==> src/rtl/ls_mem_responder.sv <==
// Serialises one load/store request into byte accesses on the single-port RAM bus.
// Load bytes are assembled little-endian and zero-extended; completion is a one-cycle pulse.
module ls_mem_responder #(
  parameter int unsigned ADDR_WIDTH = 32,
  parameter int unsigned DATA_WIDTH = 32
) (
  input  logic                  clk_in,
  input  logic                  rst_in,
  input  logic                  rdy_in,
  input  logic                  rdy_data_ls_in,
  input  logic                  wr_ls_in,
  input  logic [ADDR_WIDTH-1:0] addr_ls_in,
  input  logic [2:0]            len_ls_in,
  input  logic [DATA_WIDTH-1:0] data_s_ls_in,
  output logic [DATA_WIDTH-1:0] data_l_ls_out,
  output logic                  rdy_data_ls_out,
  input  logic                  refresh_rob_cdb_in,
  input  logic [7:0]            mem_din,
  output logic [7:0]            mem_dout,
  output logic [ADDR_WIDTH-1:0] mem_a,
  output logic                  mem_wr,
  input  logic                  io_buffer_full
);

  typedef enum logic [1:0] {StIdle, StRead, StWrite, StDone} state_e;

  state_e                state_q, state_d;
  logic [2:0]            cnt_q, cnt_d, len_q, len_d, len_n, k;
  logic [ADDR_WIDTH-1:0] addr_q, addr_d, addr_next, mem_a_q, mem_a_d;
  logic [DATA_WIDTH-1:0] data_q, data_d, res_q, res_d, res_cap, data_l_q, data_l_d;
  logic [7:0]            mem_dout_q, mem_dout_d, st_byte;
  logic                  mem_wr_q, mem_wr_d, pulse_q, pulse_d, wflush_q, wflush_d, io_stall;

  assign len_n     = (len_ls_in >= 3'd1 && len_ls_in <= 3'd4) ? len_ls_in : 3'd4;
  assign k         = cnt_q + 3'd1;
  assign addr_next = addr_q + ADDR_WIDTH'(k);
  assign st_byte   = data_q[{k[1:0], 3'b000} +: 8];
  assign io_stall  = (mem_a_q[17:16] == 2'b11) && io_buffer_full;

  always_comb begin
    res_cap = res_q;
    res_cap[{cnt_q[1:0], 3'b000} +: 8] = mem_din;
  end

  always_comb begin
    state_d    = state_q;
    cnt_d      = cnt_q;
    len_d      = len_q;
    addr_d     = addr_q;
    data_d     = data_q;
    res_d      = res_q;
    wflush_d   = wflush_q;
    mem_a_d    = mem_a_q;
    mem_dout_d = mem_dout_q;
    mem_wr_d   = 1'b0;
    pulse_d    = 1'b0;
    data_l_d   = data_l_q;
    if (!rdy_in) begin
      // Frozen cycle: keep a pending pulse; a dropped write strobe is re-issued later.
      pulse_d = pulse_q;
    end else begin
      unique case (state_q)
        StIdle: begin
          if (rdy_data_ls_in && !refresh_rob_cdb_in) begin
            addr_d   = addr_ls_in;
            len_d    = len_n;
            data_d   = data_s_ls_in;
            cnt_d    = 3'd0;
            res_d    = '0;
            wflush_d = 1'b0;
            mem_a_d  = addr_ls_in;
            if (wr_ls_in) begin
              state_d    = StWrite;
              mem_wr_d   = 1'b1;
              mem_dout_d = data_s_ls_in[7:0];
            end else begin
              state_d = StRead;
            end
          end
        end
        StRead: begin
          if (refresh_rob_cdb_in) begin
            state_d = StIdle;
          end else begin
            res_d = res_cap;
            cnt_d = k;
            if (k == len_q) begin
              data_l_d = res_cap;
              pulse_d  = 1'b1;
              state_d  = StDone;
            end else begin
              mem_a_d = addr_next;
            end
          end
        end
        StWrite: begin
          // A flushed store still drains, since it is already committed.
          if (refresh_rob_cdb_in) wflush_d = 1'b1;
          if (io_stall) begin
            mem_wr_d = 1'b0;
          end else if (!mem_wr_q) begin
            mem_wr_d = 1'b1;
          end else if (k == len_q) begin
            pulse_d = !(wflush_q || refresh_rob_cdb_in);
            state_d = StDone;
          end else begin
            cnt_d      = k;
            mem_a_d    = addr_next;
            mem_dout_d = st_byte;
            mem_wr_d   = 1'b1;
          end
        end
        StDone:  state_d = StIdle;
        default: state_d = StIdle;
      endcase
    end
  end

  always_ff @(posedge clk_in or negedge rst_in) begin
    if (!rst_in) begin
      state_q    <= StIdle;
      cnt_q      <= 3'd0;
      len_q      <= 3'd0;
      addr_q     <= '0;
      data_q     <= '0;
      res_q      <= '0;
      wflush_q   <= 1'b0;
      mem_a_q    <= '0;
      mem_dout_q <= 8'h00;
      mem_wr_q   <= 1'b0;
      pulse_q    <= 1'b0;
      data_l_q   <= '0;
    end else begin
      state_q    <= state_d;
      cnt_q      <= cnt_d;
      len_q      <= len_d;
      addr_q     <= addr_d;
      data_q     <= data_d;
      res_q      <= res_d;
      wflush_q   <= wflush_d;
      mem_a_q    <= mem_a_d;
      mem_dout_q <= mem_dout_d;
      mem_wr_q   <= mem_wr_d;
      pulse_q    <= pulse_d;
      data_l_q   <= data_l_d;
    end
  end

  assign mem_a           = mem_a_q;
  assign mem_dout        = mem_dout_q;
  assign mem_wr          = mem_wr_q;
  assign rdy_data_ls_out = pulse_q;
  assign data_l_ls_out   = data_l_q;

endmodule

==> config.mk <==
export PLATFORM = sky130hd
export DESIGN_NAME = ls_mem_responder
export DESIGN_NICKNAME = d
export VERILOG_FILES = /design/src/rtl/ls_mem_responder.sv
export SDC_FILE = /design/constraint.sdc
export NUM_CORES = 1
export LEC_CHECK = 0
export CAP_MARGIN = 20
export CORE_UTILIZATION = 45
export DETAILED_ROUTE_END_ITERATION = 8
export PLACE_DENSITY_LB_ADDON = 0.3
export SYNTH_ARGS = -nofsm -noshare
export SYNTH_HDL_FRONTEND = slang
export SYNTH_SLANG_ARGS = --single-unit
==> constraint.sdc <==
create_clock -name clk_in -period 3.3 [get_ports clk_in]
set_input_delay 0.495 -clock clk_in [delete_from_list [all_inputs] [get_ports clk_in]]
set_output_delay 0.495 -clock clk_in [all_outputs]
set_load 0.01 [all_outputs]
======== Word-level counts from Yosys, hierarchy flattened ========
Index checks and enable logic that the tools add are counted.
word-level totals
  bits in registers ....................... 179
  bits of input ports ..................... 82
  output and inout bits ................... 74
  word-level logic and storage cells ...... 97
cells by class
  $add $sub $neg .......................... 3
  order comparisons ....................... 2
  equality and inequality tests ........... 12
  shift-type cells ........................ 3
  multiplexer cells ....................... 46
  bitwise gates (word level) .............. 1
  reduce and logical (&&, ||, !) cells .... 18
operators by type and width
  operator                                               number
  two-way mux 32 bit                                     7
  case mux 32 bit (3 select lines)                       1
  case mux 32 bit (2 select lines)                       1
  two-way mux 8 bit                                      5
  adder 32 x 3 -> 32 bit                                 1
  bitwise mux 32 bit                                     1
  variable shift 8 x 7 -> 32 bit (first input constant)  1
  variable part select 32 x 6 -> 8 bit                   1
  variable part select 8 x 7 -> 32 bit                   1
  two-way mux 3 bit                                      6
  case mux 8 bit (2 select lines)                        1
  AND reduction 4 bit                                    4
  inequality test 2 bit (second input constant)          7
  AND reduction 7 bit                                    2
  two-way mux 1 bit                                      13
  two-way mux 2 bit                                      6
  case mux 3 bit (3 select lines)                        1
  case mux 2 bit (4 select lines)                        1
  negator 5 -> 7 bit                                     1
  equality test 2 bit (second input constant)            3
  case mux 1 bit (2 select lines)                        3
  AND reduction 6 bit                                    1
  nonzero test 2 bit                                     2
  adder 3 x 1 -> 3 bit (second input constant)           1
  other kinds (11)                                       14

======== Depth between registers and ports, before layout ========
  depth after elaboration ................. 7
  depth in mapped cells ................... 11
  gate-level depth less buffers ........... 10

======== Worst setup path before layout ========
Ideal clock, no wire load.
  path type ............................... register to register
  start point ............................. register cnt_q[0]
  end point ............................... register mem_a_q[28], in the netlist mem_a[28]
  library setup time ...................... 0.127 ns
  data arrival time ....................... 2.695 ns
  required time ........................... 3.173 ns
  path slack .............................. 0.478 ns
  stages on the path, launching flop included .. 12
  path buffers ............................ 1
  period minus slack after synthesis ...... 2.822 ns
  cells stage by stage .................... dfrtp_1 > buf_2 > inv_1 > ha_1 > inv_1 > fa_1 > nor2b_1 > o21a_1 > nand4_1 > nor3_1 > xnor2_1 > o22ai_1
between the ends
  cells in the longest elaborated chain, start to end .. 6
  elaborated cells between the ends (all ways) .. 8
  classes of those cells .................. 2 x add/sub; 1 x eq/ne; 5 x mux
ends and longest elaborated chain
  item                                                                  line         RTL
  start: declaration                                                    28           logic [2:0] cnt_q, cnt_d, len_q, len_d, len_n, k;
  start signal: assignment                                              135          cnt_q <= cnt_d;
  adder 3 x 1 -> 3 bit *                                                35           assign k = cnt_q + 3'd1;
  adder 32 x 3 -> 32 bit / equality test 3 bit (equally long branches)  36, 87, 103
  two-way mux 32 bit *                                                  87, 103
  two-way mux 32 bit                                                    101          end else if (!mem_wr_q) begin
  two-way mux 32 bit                                                    99           if (io_stall) begin
  case mux 32 bit (3 select lines) *                                    62           unique case (state_q)
  end signal: assignment                                                141          mem_a_q <= mem_a_d;
  end: declaration                                                      29           logic [ADDR_WIDTH-1:0] addr_q, addr_d, addr_next, mem_a_q, mem_a_d;
Every way passes the cells marked *; elsewhere a longest branch is shown, timed or not. The select of a mux whose other input is x is not followed.
A chain may end at the register's enable or synchronous reset.

======== Worst setup path after layout ========
  start point ............................. register cnt_q[0]
  end point ............................... register mem_a_q[13], in the netlist mem_a[13]
The elaborated chain is that of the path after synthesis.

==> impl_metrics.env <==
export IMPL_wl_per_cell_um=17.0
export IMPL_drt_iter0_drc=374
export IMPL_endpoint_kind="flop"
export IMPL_fin_crit_ns=2.98
export IMPL_clk_path_buf_depth=2
export IMPL_reg2reg_slack_ns=0.32
export IMPL_finalHoldViolCount=0
export IMPL_placed_area_sq_um=10400
export IMPL_layout_cells_non_filler=1159
export IMPL_fin_worst_skew_ns=0.00869
export IMPL_synth_area_top_cells="dfrtp_1 52%, mux2_2 10%, a22o_1 3.2%"
export IMPL_hold_path_class="in -> async"
export IMPL_cp_arrival_ns=3.30
export IMPL_cts_root_buf="clkbuf_16"
export IMPL_yosysSeqAreaShare=0.519
export IMPL_p_leak_uw=0.00464
export IMPL_start_util=0.460
export IMPL_ant_nets=0
export IMPL_die_width_um=140
export IMPL_finalWirelength_um=19700
export IMPL_startpoint_type="flop"
export IMPL_setup_tns_ns=0
export IMPL_critPathBufInv=2
export IMPL_ys_warn_count=0
export IMPL_avgSynthCellArea_sq_um=11.2
export IMPL_p_per_area_nw_per_um2=878
export IMPL_final_cell_area_sq_um=11000
export IMPL_yosysUniqueCellTypes=62
export IMPL_worst_r2r_path_depth=10
export IMPL_die_h_um=140
export IMPL_drv_slew=0
export IMPL_outcome="completed"
export IMPL_ys_ff_latch=179
export IMPL_fmax_mhz=336
export IMPL_die_area_sq_um=19700
export IMPL_portBuffers=155
export IMPL_core_area_sq_um=18800
export IMPL_yosysTopAreaCell="dfrtp_1"
export IMPL_crit_path_frequent_cell="ha_1"
export IMPL_cts_sinks=179
export IMPL_crit_chain="inv_1, ha_1, buf_4, ha_1, a211oi_1, nor3_2, nand2_1, xor2_1, a211oi_2, a21o_1"
export IMPL_syn_num_nets=863
export IMPL_slowest_stage="a211oi_1"
export IMPL_syn2layout_area_growth_pct=27.1
export IMPL_grt_pass1_vias=6231
export IMPL_cp_data_required_time_ns=3.62
export IMPL_antenna_found_initial=0
export IMPL_finalSetupViolations=0
export IMPL_r2r_end="mem_a[13]$_DFFE_PN0P_"
export IMPL_switchingPower_uw=3500
export IMPL_grt_pass1_wl_um=32700
export IMPL_critical_path_top_delay_family="compound AO/OA/AOI/OAI gates"
export IMPL_drc_errors=0
export IMPL_path_max_fanout=14
export IMPL_post_route_period_util=0.902
export IMPL_drive_gt1_frac=0.169
export IMPL_maxCapViolCount=0
export IMPL_syn_inst=768
export IMPL_rows=50
export IMPL_grt_usage=0.213
export IMPL_worst_setup_path_type="reg -> reg"
export IMPL_p_clk_frac=0.205
export IMPL_syn_cell_area_sq_um=8630
export IMPL_dr_pass1_iters=5
export IMPL_gp_congestion=0.816
export IMPL_ios=156
export IMPL_p_comb_frac=0.423
export IMPL_swShare=0.363
export IMPL_rsz0062_at_grt="no"
export IMPL_slew_headroom=0.440
export IMPL_cts_hold_buf=0
export IMPL_clock_latency_ns=0.43
export IMPL_seq_power_share=0.372
export IMPL_dpl_cell_count=1127
export IMPL_fillerInstances=1596
export IMPL_synth_edf_count=0
export IMPL_grt_max_degree=75
export IMPL_clk_pin_slew_ns=0.07
export IMPL_via_count=6321
export IMPL_cts_tree="yes"
export IMPL_htree_levels=4
export IMPL_antennaDiodeCount=0
export IMPL_via_per_inst=5.45
export IMPL_grt_overflow_total=0
export IMPL_async_flop_share=1.00
export IMPL_fin_nets=1007
export IMPL_ir_drop_uv=484
export IMPL_p_int_uw=6130
export IMPL_post_dp_hpwl_um=13800
export IMPL_cts_setup_buffers=0
export IMPL_yosysTopAreaCellShare=0.519
export IMPL_tightestPinTransition_ns=0.840
export IMPL_numCtsBuffers=17
export IMPL_critPathMaxStageDelay_ns=0.55
export IMPL_r2r_start="cnt_q[0]$_DFFE_PN0P_"
export IMPL_synthFlopType="dfrtp_1"
timing repair:
| item | in CTS | in global routing |
|---|---|---|
| setup endpoints to repair | 0 | 1 |
| hold endpoints to repair | 0 | 0 |
| gates resized for setup | 0 | 1 |
per-layer routing:
metal  up-vias  GRT usage  wire, um
met5         -          0         0
met2       169      0.335      9250
met3        21     0.0438       988
met1      3119      0.297      9180
li1       3012          -         -
met4         0     0.0635       246
sequential cells by signal, indices dropped and copies added, names as in the netlist:
name,flops
addr_q,32
rdy_data_ls_out,1
mem_wr,1
data_q,32
len_q,3
mem_dout,8
wflush_q,1
data_l_ls_out,32
state_q,2
res_q,32
mem_a,32
cnt_q,3
worst reg2reg max path: stages, from the launching register on:
cell and delay, ns:
dfrtp_1 0.45, inv_1 0.18, ha_1 0.33, buf_4 0.25, ha_1 0.29, a211oi_1 0.55
nor3_2 0.22, nand2_1 0.13, xor2_1 0.19, a211oi_2 0.10, a21o_1 0.18
cell usage after synthesis, drive strengths merged, types with 15 or more instances:
cell	instances
nor2b	39
a21oi	51
xnor2	20
buf	30
o21ai	76
a22o	32
nand2	76
inv	15
nor2	31
dfrtp	179
mux2	80
final cells by class:
cell class                 instances  area, sq um  area share
clock inverter                    11          101     0.00924
sequential                       179         4480       0.408
multi-input combinational        531         3880       0.354
tap                              234          293      0.0267
timing repair buffer             168         1680       0.153
clock buffer                      21          480      0.0438
inverter                          15         56.3     0.00513
power groups by stage:
stage                     Clock (uW)  Combinational (uW)  Sequential (uW)
after global routing            2110                4480             3690
final                           1970                4080             3580
after floorplan                    0                2710             3580
after global placement             0                4020             3580
after CTS                       2010                4130             3580
after detailed placement           0                4110             3610
worst max path at each step:
stage | start | end | slack (ns) | cells after the start
final | cnt_q[0]$_DFFE_PN0P_ | mem_a[13]$_DFFE_PN0P_ | 0.32 | 10
after global routing | cnt_q[0]$_DFFE_PN0P_ | mem_a[13]$_DFFE_PN0P_ | 0.06 | 10
after CTS | cnt_q[0]$_DFFE_PN0P_ | mem_a[28]$_DFFE_PN0P_ | 0.30 | 10
after detailed placement | cnt_q[0]$_DFFE_PN0P_ | mem_a[28]$_DFFE_PN0P_ | 0.30 | 10
after global placement | cnt_q[0]$_DFFE_PN0P_ | mem_a[28]$_DFFE_PN0P_ | 0.43 | 10
after floorplan | cnt_q[0]$_DFFE_PN0P_ | mem_a[28]$_DFFE_PN0P_ | 0.48 | 11
cell usage in the layout, fill, tap and decap left out, types with 3 or more instances in the layout:
cell	instances
clkinv_4	4
mux2i_1	6
dfrtp_1	179
nor3_2	3
buf_4	11
o22ai_1	8
xor2_1	12
a211oi_2	3
nor2b_1	39
a21o_1	5
clkinv_2	4
a22o_1	32
inv_1	15
clkbuf_8	4
nor3_1	3
o211ai_1	3
clkdlybuf4s50_1	154
a21oi_1	50
o21ai_0	32
ha_1	12
mux4_2	8
and3_1	6
and4_1	3
nand2_1	74
o21ai_1	41
nor2_1	31
nand3_1	11
nand2b_1	4
clkbuf_16	17
xnor2_1	20
o21ai_2	3
mux2_2	79
nand4_1	7
through the flow:
step           hold slack [ns]  power, uW  utilization  worst slack (ns)
6_report                0.0811       9630        0.584             0.322
5_1_grt                  0.108      10300        0.584            0.0645
4_1_cts                  0.101       9720        0.584             0.304
3_5_place_dp             0.470       7720        0.553             0.301
3_3_place_gp             0.461       7600        0.553             0.426
2_1_floorplan            0.199       6290            -             0.478
cells by family after synthesis:
| family | after synthesis | share of synthesized area |
|---|---|---|
| muxes | 94 | 0.132 |
| buffers and inverters | 58 | 0.0328 |
| AOI/OAI and AO/OA | 191 | 0.138 |
| and+or+nand+nor | 201 | 0.126 |
| xor gates and xnor gates | 32 | 0.0325 |
| DFF | 179 | 0.519 |
| adders and majority gates | 13 | 0.0197 |
Note: power is estimated with default switching activity, not from simulation.
